File: config.mk
export PLATFORM = sky130hd
export DESIGN_NAME = ex_mem_flag_stage
export DESIGN_NICKNAME = d
export VERILOG_FILES = /design/src/rtl/ex_mem_flag_stage.sv
export SDC_FILE = /design/constraint.sdc
export NUM_CORES = 1
export LEC_CHECK = 0
export BUFFER_PORTS_ARGS = -buffer_cell sky130_fd_sc_hd__buf_2
export CAP_MARGIN = 0
export CORE_MARGIN = 1
export CORE_UTILIZATION = 44
export CTS_CLUSTER_DIAMETER = 100
export DETAILED_ROUTE_END_ITERATION = 6
export PLACE_DENSITY = 0.77
export SETUP_SLACK_MARGIN = 0.1
export SYNTH_ARGS = -nofsm -noshare
export SYNTH_HDL_FRONTEND = slang
export SYNTH_SLANG_ARGS = --single-unit
File: constraint.sdc
create_clock -name clk -period 1.8 [get_ports clk]
set_input_delay 0.27 -clock clk [delete_from_list [all_inputs] [get_ports clk]]
set_output_delay 0.27 -clock clk [all_outputs]
set_load 0.02 [all_outputs]
File: src/rtl/ex_mem_flag_stage.sv
// ============================================================================
// ex_mem_flag_stage
// ----------------------------------------------------------------------------
// Execute -> memory pipeline register for the 64-bit ALU.
//
// It holds one instruction behind a valid/ready handshake, carrying the ALU
// result, the destination register and its write enable. It also:
//   * keeps the architectural NZCV flag register, updated only by accepted
//     flag-setting instructions (ADDS/SUBS/ANDS-style);
//   * resolves B.cond / CBZ / CBNZ when the instruction is accepted and
//     registers the decision as branch_taken for the redirect logic.
//
// Ports
//   clk            in   1         clock, all state on the rising edge
//   reset_n        in   1         asynchronous active-low reset
//   in_valid       in   1         execute stage presents an instruction
//   in_ready       out  1         stage can take an instruction this cycle
//   alu_result     in   WIDTH     ALU result
//   alu_negative   in   1         ALU N flag
//   alu_zero       in   1         ALU Z flag
//   alu_overflow   in   1         ALU V flag
//   alu_carry_out  in   1         ALU C flag
//   alu_cntrl      in   3         ALU op (000 passB, 010 add, 011 sub,
//                                 100 and, 101 or, 110 xor)
//   set_flags      in   1         instruction updates NZCV
//   is_bcond       in   1         instruction is B.cond
//   cond           in   4         B.cond condition code (ARM encoding)
//   is_cbz         in   1         instruction is CBZ (Rt passed through ALU)
//   is_cbnz        in   1         instruction is CBNZ
//   rd             in   REG_BITS  destination register index
//   reg_write      in   1         instruction writes rd
//   flush          in   1         squash this stage at the next edge
//   out_valid      out  1         registered instruction available
//   out_ready      in   1         downstream takes out_* this cycle
//   out_result     out  WIDTH     registered ALU result
//   out_rd         out  REG_BITS  registered destination register
//   out_reg_write  out  1         registered write enable (0 when squashed)
//   branch_taken   out  1         registered branch decision, gated by out_valid
//   flags_nzcv     out  4         architectural flags {N,Z,C,V}
// ============================================================================
module ex_mem_flag_stage #(
    parameter int WIDTH    = 64,
    parameter int REG_BITS = 5
) (
    input  logic                clk,
    input  logic                reset_n,

    // upstream handshake and payload
    input  logic                in_valid,
    output logic                in_ready,
    input  logic [WIDTH-1:0]    alu_result,
    input  logic                alu_negative,
    input  logic                alu_zero,
    input  logic                alu_overflow,
    input  logic                alu_carry_out,
    input  logic [2:0]          alu_cntrl,
    input  logic                set_flags,
    input  logic                is_bcond,
    input  logic [3:0]          cond,
    input  logic                is_cbz,
    input  logic                is_cbnz,
    input  logic [REG_BITS-1:0] rd,
    input  logic                reg_write,
    input  logic                flush,

    // downstream handshake and payload
    output logic                out_valid,
    input  logic                out_ready,
    output logic [WIDTH-1:0]    out_result,
    output logic [REG_BITS-1:0] out_rd,
    output logic                out_reg_write,
    output logic                branch_taken,
    output logic [3:0]          flags_nzcv
);

    // ------------------------------------------------------------------
    // ALU operation codes that matter to this stage
    // ------------------------------------------------------------------
    localparam logic [2:0] ALU_AND = 3'b100;
    localparam logic [2:0] ALU_OR  = 3'b101;
    localparam logic [2:0] ALU_XOR = 3'b110;

    // ------------------------------------------------------------------
    // Condition evaluation.
    // ARM condition codes come in pairs: cond[3:1] selects a base test and
    // cond[0] inverts it. The only exception is 1111, which is "always"
    // just like 1110 rather than "never".
    // ------------------------------------------------------------------
    function automatic logic cond_passed(input logic [3:0] cc,
                                         input logic [3:0] nzcv);
        logic n_f;
        logic z_f;
        logic c_f;
        logic v_f;
        logic base;
        logic res;
        n_f  = nzcv[3];
        z_f  = nzcv[2];
        c_f  = nzcv[1];
        v_f  = nzcv[0];
        base = 1'b1;
        case (cc[3:1])
            3'b000:  base = z_f;                        // EQ / NE
            3'b001:  base = c_f;                        // HS / LO
            3'b010:  base = n_f;                        // MI / PL
            3'b011:  base = v_f;                        // VS / VC
            3'b100:  base = c_f & ~z_f;                 // HI / LS
            3'b101:  base = (n_f == v_f);               // GE / LT
            3'b110:  base = ~z_f & (n_f == v_f);        // GT / LE
            default: base = 1'b1;                       // AL
        endcase
        if (cc[0] && (cc[3:1] != 3'b111)) begin
            res = ~base;
        end else begin
            res = base;
        end
        return res;
    endfunction

    // ------------------------------------------------------------------
    // State registers
    // ------------------------------------------------------------------
    logic                valid_q,     valid_d;
    logic [WIDTH-1:0]    result_q,    result_d;
    logic [REG_BITS-1:0] rd_q,        rd_d;
    logic                reg_write_q, reg_write_d;
    logic                branch_q,    branch_d;
    logic [3:0]          flags_q,     flags_d;

    // ------------------------------------------------------------------
    // Handshake
    // ------------------------------------------------------------------
    logic accept;

    // The slot is free when empty or when its occupant leaves this cycle.
    assign in_ready = ~valid_q | out_ready;
    // A flushed cycle never accepts, so a squashed instruction can neither
    // land in the register nor touch the flags.
    assign accept   = in_valid & in_ready & ~flush;

    // ------------------------------------------------------------------
    // Branch decision for the incoming instruction.
    // B.cond reads the flags as they stand before this edge: a flag-setter
    // ahead of it has already written flags_q at its own accept, so
    // back-to-back SUBS -> B.cond needs no bypass.
    // CBZ/CBNZ test the register value, which the ALU passes through, so
    // the ALU zero flag is exactly "Rt == 0".
    // ------------------------------------------------------------------
    logic branch_decision;

    always_comb begin
        branch_decision = 1'b0;
        if (is_bcond) begin
            branch_decision = cond_passed(cond, flags_q);
        end else if (is_cbz) begin
            branch_decision = alu_zero;
        end else if (is_cbnz) begin
            branch_decision = ~alu_zero;
        end
    end

    // ------------------------------------------------------------------
    // New flag value for a flag-setting instruction.
    // Logical ops define C and V as zero regardless of what the ALU drives
    // on those lines.
    // ------------------------------------------------------------------
    logic       logical_op;
    logic [3:0] new_flags;

    assign logical_op = (alu_cntrl == ALU_AND) |
                        (alu_cntrl == ALU_OR)  |
                        (alu_cntrl == ALU_XOR);

    assign new_flags = {alu_negative,
                        alu_zero,
                        alu_carry_out & ~logical_op,
                        alu_overflow  & ~logical_op};

    // ------------------------------------------------------------------
    // Next-state logic. Priority: flush, then accept, then drain; with
    // none of those the stage holds (stall or idle).
    // ------------------------------------------------------------------
    always_comb begin
        valid_d     = valid_q;
        result_d    = result_q;
        rd_d        = rd_q;
        reg_write_d = reg_write_q;
        branch_d    = branch_q;
        flags_d     = flags_q;

        if (flush) begin
            // Result and rd are left as they were; with valid and
            // reg_write cleared they have no effect downstream.
            valid_d     = 1'b0;
            reg_write_d = 1'b0;
            branch_d    = 1'b0;
        end else if (accept) begin
            valid_d     = 1'b1;
            result_d    = alu_result;
            rd_d        = rd;
            reg_write_d = reg_write;
            branch_d    = branch_decision;
            if (set_flags) begin
                flags_d = new_flags;
            end
        end else if (valid_q && out_ready) begin
            valid_d = 1'b0;
        end
    end

    always_ff @(posedge clk or negedge reset_n) begin
        if (!reset_n) begin
            valid_q     <= 1'b0;
            result_q    <= '0;
            rd_q        <= '0;
            reg_write_q <= 1'b0;
            branch_q    <= 1'b0;
            flags_q     <= 4'b0000;
        end else begin
            valid_q     <= valid_d;
            result_q    <= result_d;
            rd_q        <= rd_d;
            reg_write_q <= reg_write_d;
            branch_q    <= branch_d;
            flags_q     <= flags_d;
        end
    end

    // ------------------------------------------------------------------
    // Outputs. branch_taken is gated so a stale decision left behind in
    // an emptied slot can never redirect fetch.
    // ------------------------------------------------------------------
    assign out_valid     = valid_q;
    assign out_result    = result_q;
    assign out_rd        = rd_q;
    assign out_reg_write = reg_write_q;
    assign branch_taken  = branch_q & valid_q;
    assign flags_nzcv    = flags_q;

endmodule
Yosys cells after proc, flatten, opt, wreduce, memory -nomap -nowiden --
Cells that the tools add are included.
Cells by class: equal/unequal tests 11, muxes and demuxes 13, bitwise logic cells 16, reduce and logical (&&, ||, !) cells 7
Operators with widths (count):
- 3-bit == test (second input constant) | 6
- 1-bit 2-to-1 mux | 12
- 1-bit AND | 7
- 1-bit one-hot mux with 7 select lines | 1
- 3-bit by 2-bit == test with 1-bit output (second input constant) | 2
- 1-bit inverter | 6
- 3-bit by 1-bit == test with 1-bit output (second input constant) | 1
- 3-bit zero test | 1
- 3-bit inequality test (second input constant) | 1
- 1-bit OR | 3
- 3-bit AND reduction | 1
- 3-bit nonzero test | 1
- 1-bit logical AND | 2
- 2-bit AND reduction | 1
- 2-bit nonzero test | 1
- 1-bit == test | 1
Word-level totals: register bits after elaboration 76, bits of input ports 90, output and inout bits 77, word-level logic and storage cells 53

Longest topological paths before layout --
word-level depth 9, gate-level depth with buffers 6, gate-level depth less buffers 5

Least setup slack after synthesis --
Ideal clock, no wire load.
path kind reg2reg, start register valid_q, in the netlist out_valid, end register rd_q[0], in the netlist out_rd[0], library setup time 125 ps, arrival 1432 ps, required time 1675 ps, setup slack 243 ps, cell stages (with the launch flop) 6, buffers on the path 2, path through dfrtp_1 > nand2b_4 > nor3b_2 > buf_6 > buf_6 > mux2_2
Between the ends: word-level cells in the longest chain between the ends 5
RTL lines:
- start, declared | RTL line 123 | logic valid_q, valid_d;
- start signal, assigned | RTL line 220 | valid_q <= valid_d;
- 1-bit inverter | RTL line 136 | assign in_ready = ~valid_q | out_ready;
- 1-bit OR | RTL line 136
- via in_ready | RTL line 50 | output logic in_ready,
- 1-bit AND (2 in series) | RTL line 139 | assign accept = in_valid & in_ready & ~flush;
- 2-bit AND reduction (no source line)
- end signal, assigned | RTL line 222 | rd_q <= rd_d;
- end, declared | RTL line 125 | logic [REG_BITS-1:0] rd_q, rd_d;
The timed path passes the listed nets, and every way through them passes these cells. A chain may end at the register's enable or synchronous reset.

Final worst setup path --
start register valid_q, in the netlist out_valid, end register result_q[31], in the netlist out_result[31]
Between the ends: word-level cells in the longest chain between the ends 5
RTL lines:
- 1-bit inverter | RTL line 136
- 1-bit OR | RTL line 136
- 1-bit AND (2 in series) | RTL line 139
- 2-bit AND reduction (no source line)
- end signal, assigned | RTL line 221 | result_q <= result_d;
- end, declared | RTL line 124 | logic [WIDTH-1:0] result_q, result_d;
Every way passes these cells.

==> run metrics <==
syn_area_per_cell 15.7 um^2; failing checks DRC; Initial Util 46.5%; clk sink count 76; HP Class primary input to flip-flop; register area share after synthesis between 60% and 70%; data required time at the worst endpoint 2.02 ns; Synth area leader dfrtp_1; critical-path cell list nand2b_4 -> nor3b_4 -> buf_4 -> buf_12 -> mux2_2; All-Layer GR Usage 18.8%; internal power contribution 0.00346 W; Net count, final 457; Ports 167; Filler Cell Count 498; area grow syn2layout 39.6%; Antenna Nets Post-Route 0; DRC 14; Worst Tran Pin Value 0.430 ns; first-pass GRT wire length 10.3 mm; CTS Buffer Depth 2; H-tree levels 3; top-area cell type share of the netlist area 63.0%; share of layout cells above drive strength 1 70.2%; number of library cell types mapped by synthesis 21; met3 layer usage reported by global route 5.54%; GR Layer Usage met2 33.7%; top cells by area, synth dfrtp_1 (63%), mux2_2 (26%), buf_6 (3.0%), nand2_1 (1.5%), mux4_1 (0.87%); cell count after synthesis 192; period utilisation layout a little under 90%; Post-synth ARST share 100%; FMAX 0.638 GHz; Post-Syn Area slightly above 3000 um^2; number of warnings issued by yosys 0; Crit. End Element flip-flop; Diodes inserted 0; part of the power in registers 43.4%; Core Region 6490 um^2; Hold Violations, Final 0; busiest metal layer after global routing met2; setup TNS 0 ns; status finished, violations left; vias in the first global route 2152; routed length per instance 14.5 um; CP max-delay cell dfrtp_1; Combinational Power Share 24.7%; Clock power frac 31.9%; #FFs+latches synth 76; largest net degree at the start of global routing 45; number of flops mapped to enable cells by yosys 0; Root Buffer clkbuf_8; row count 29; worst-path fanout max 34; Cells after DPL 430; Final Core Density 64.8%; clk_lat worst skew 0.33 ns; Slew headroom 71.3%; port bufs about 170; antenna violations before repair 0; WS Path Type flip-flop to flip-flop; Leak between 2 and 2.5 nW; height of the die 84.8 um; Initial DRT Pass Iterations 7; fin. max-slew vios 0; CP max stage delay 0.42 ns; dominant synthesized flop cell dfrtp_1; Post-Route Hold Slack between 0.15 and 0.2 ns; die footprint 7190 um^2; RSZ-0062 raised after global routing no; max-cap viol count 0; Sw Ratio 29.8%; CTS clk-pin slew, worst paths 0.08 ns; Die Wd ~85 um; Pwr per Cell Area 1170 nW/um^2; total number of vias 2196; Sw Pwr 0.00147 W; Post-DP HPWL 4.78 mm; CP startpoint kind flip-flop; DR iter-0 viols 88; Num CTS Buffers 9; M1 GR Usage 21.4%; final wirelength 6.52 mm; Final Critical Period 1.57 ns; Critical Path AT 1.79 ns; GRT overflow 0; VDD IR max 0.743 mV; RD Place Congestion 0.741; Vias/cell 4.89; CTS tree built; Setup Skew roughly 0.0085 ns; Layout Cells excl Fill 449; Syn Nets ~280; final setup violation count 0
power groups by stage:
stage | combinational [W] | sequential, W | clock (W)
6_report | 0.00122 | 0.00214 | 0.00157
5_1_grt | 0.00130 | 0.00218 | 0.00169
4_1_cts | 0.00123 | 0.00215 | 0.00161
3_5_place_dp | 0.00122 | 0.00218 | 0
3_3_place_gp | 0.00120 | 0.00216 | 0
2_1_floorplan | 0.000366 | 0.00253 | 0
metrics by stage:
stage	area [um^2]	setup WS (ns)	total power, W
global placement	3920	0.240	0.00335
detailed placement	3920	0.183	0.00340
global route	4210	0.182	0.00517
finish	4210	0.233	0.00493
floorplan	3020	0.243	0.00289
CTS	4180	0.172	0.00498
cell families (layout without fill, tap and decap cells):
kind of cell | count (synthesis) | count (layout) | synth area share [%]
AOI/OAI and AO/OA | 9 | 9 | 1.70
xor gates and xnor gates | 2 | 2 | 0.581
buffers and inverters | 9 | 189 | 3.11
DFF | 76 | 76 | 63.0
muxes | 72 | 72 | 27.4
and+or+nand+nor | 24 | 24 | 4.23
what timing repair did:
| item | 4_1_cts | 5_1_grt |
|---|---|---|
| buffers inserted | 0 | 1 |
| hold buffers | 1 | 0 |
| endpoints found under the hold margin | 32 | 0 |
| resized for setup | 0 | 0 |
| setup endpoints to repair | 0 | 3 |
final cells by class:
type | count | area [um^2] | area share (%)
clock buffer | 9 | 124 | 2.94
timing repair buffer | 172 | 936 | 22.2
inverter | 1 | 3.75 | 0.0891
sequential | 76 | 1900 | 45.2
clock inverter | 7 | 121 | 2.88
multi-input combinational | 107 | 1030 | 24.4
tap | 77 | 96.3 | 2.29
routing by layer:
layer,vias up,wire length [um]
met3,2,479
met5,-,0
li1,1033,-
met4,0,22
met2,102,3400
met1,1059,2630
cells in the mapped netlist, drive strengths merged, types with 2 or more instances:
master   n
a21oi    3
nand3    2
xnor2    2
o21ai    3
dfrtp   76
buf      8
nor2     3
mux2    71
a31oi    2
nand2   13
state kept, by name, summed over array words and instances, names as in the netlist:
signal         flops
out_valid          1
out_result        64
branch_q           1
flags_nzcv         4
out_rd             5
out_reg_write      1
path summary, 6_finish.rpt:
check | from | end | slack [ns] | depth (start not counted)
worst max register to register | out_valid | out_result[31] | 0.23 | 5
min in group asynchronous | reset_n | out_result[58] | 0.43 | 2
worst min-delay path | alu_result[48] | out_result[48] | 0.16 | 2
worst min register to register | out_result[1] | out_result[1] | 0.51 | 1
max in group asynchronous | reset_n | out_result[20] | 0.79 | 3
worst max-delay path | out_valid | out_result[31] | 0.23 | 5
layout by cell type, fill, tap and decap left out, types with 2 or more instances in the layout:
master and n:
buf_4 2, nand3_1 2, nor2_1 3, bufinv_16 3
mux2_2 71, a21oi_1 3, inv_6 2, nand2_1 12
buf_2 165, buf_12 3, o21ai_0 2, clkbuf_8 9
xnor2_1 2, a31oi_1 2, dfrtp_1 76
worst max-delay path: cells and delay by family (launching register included):
kind,cells,cell delay [ns]
buf+inv,2,0.40
mux,1,0.36
simple gates,2,0.28
flops,1,0.42
(Power assumes the default switching activity.)
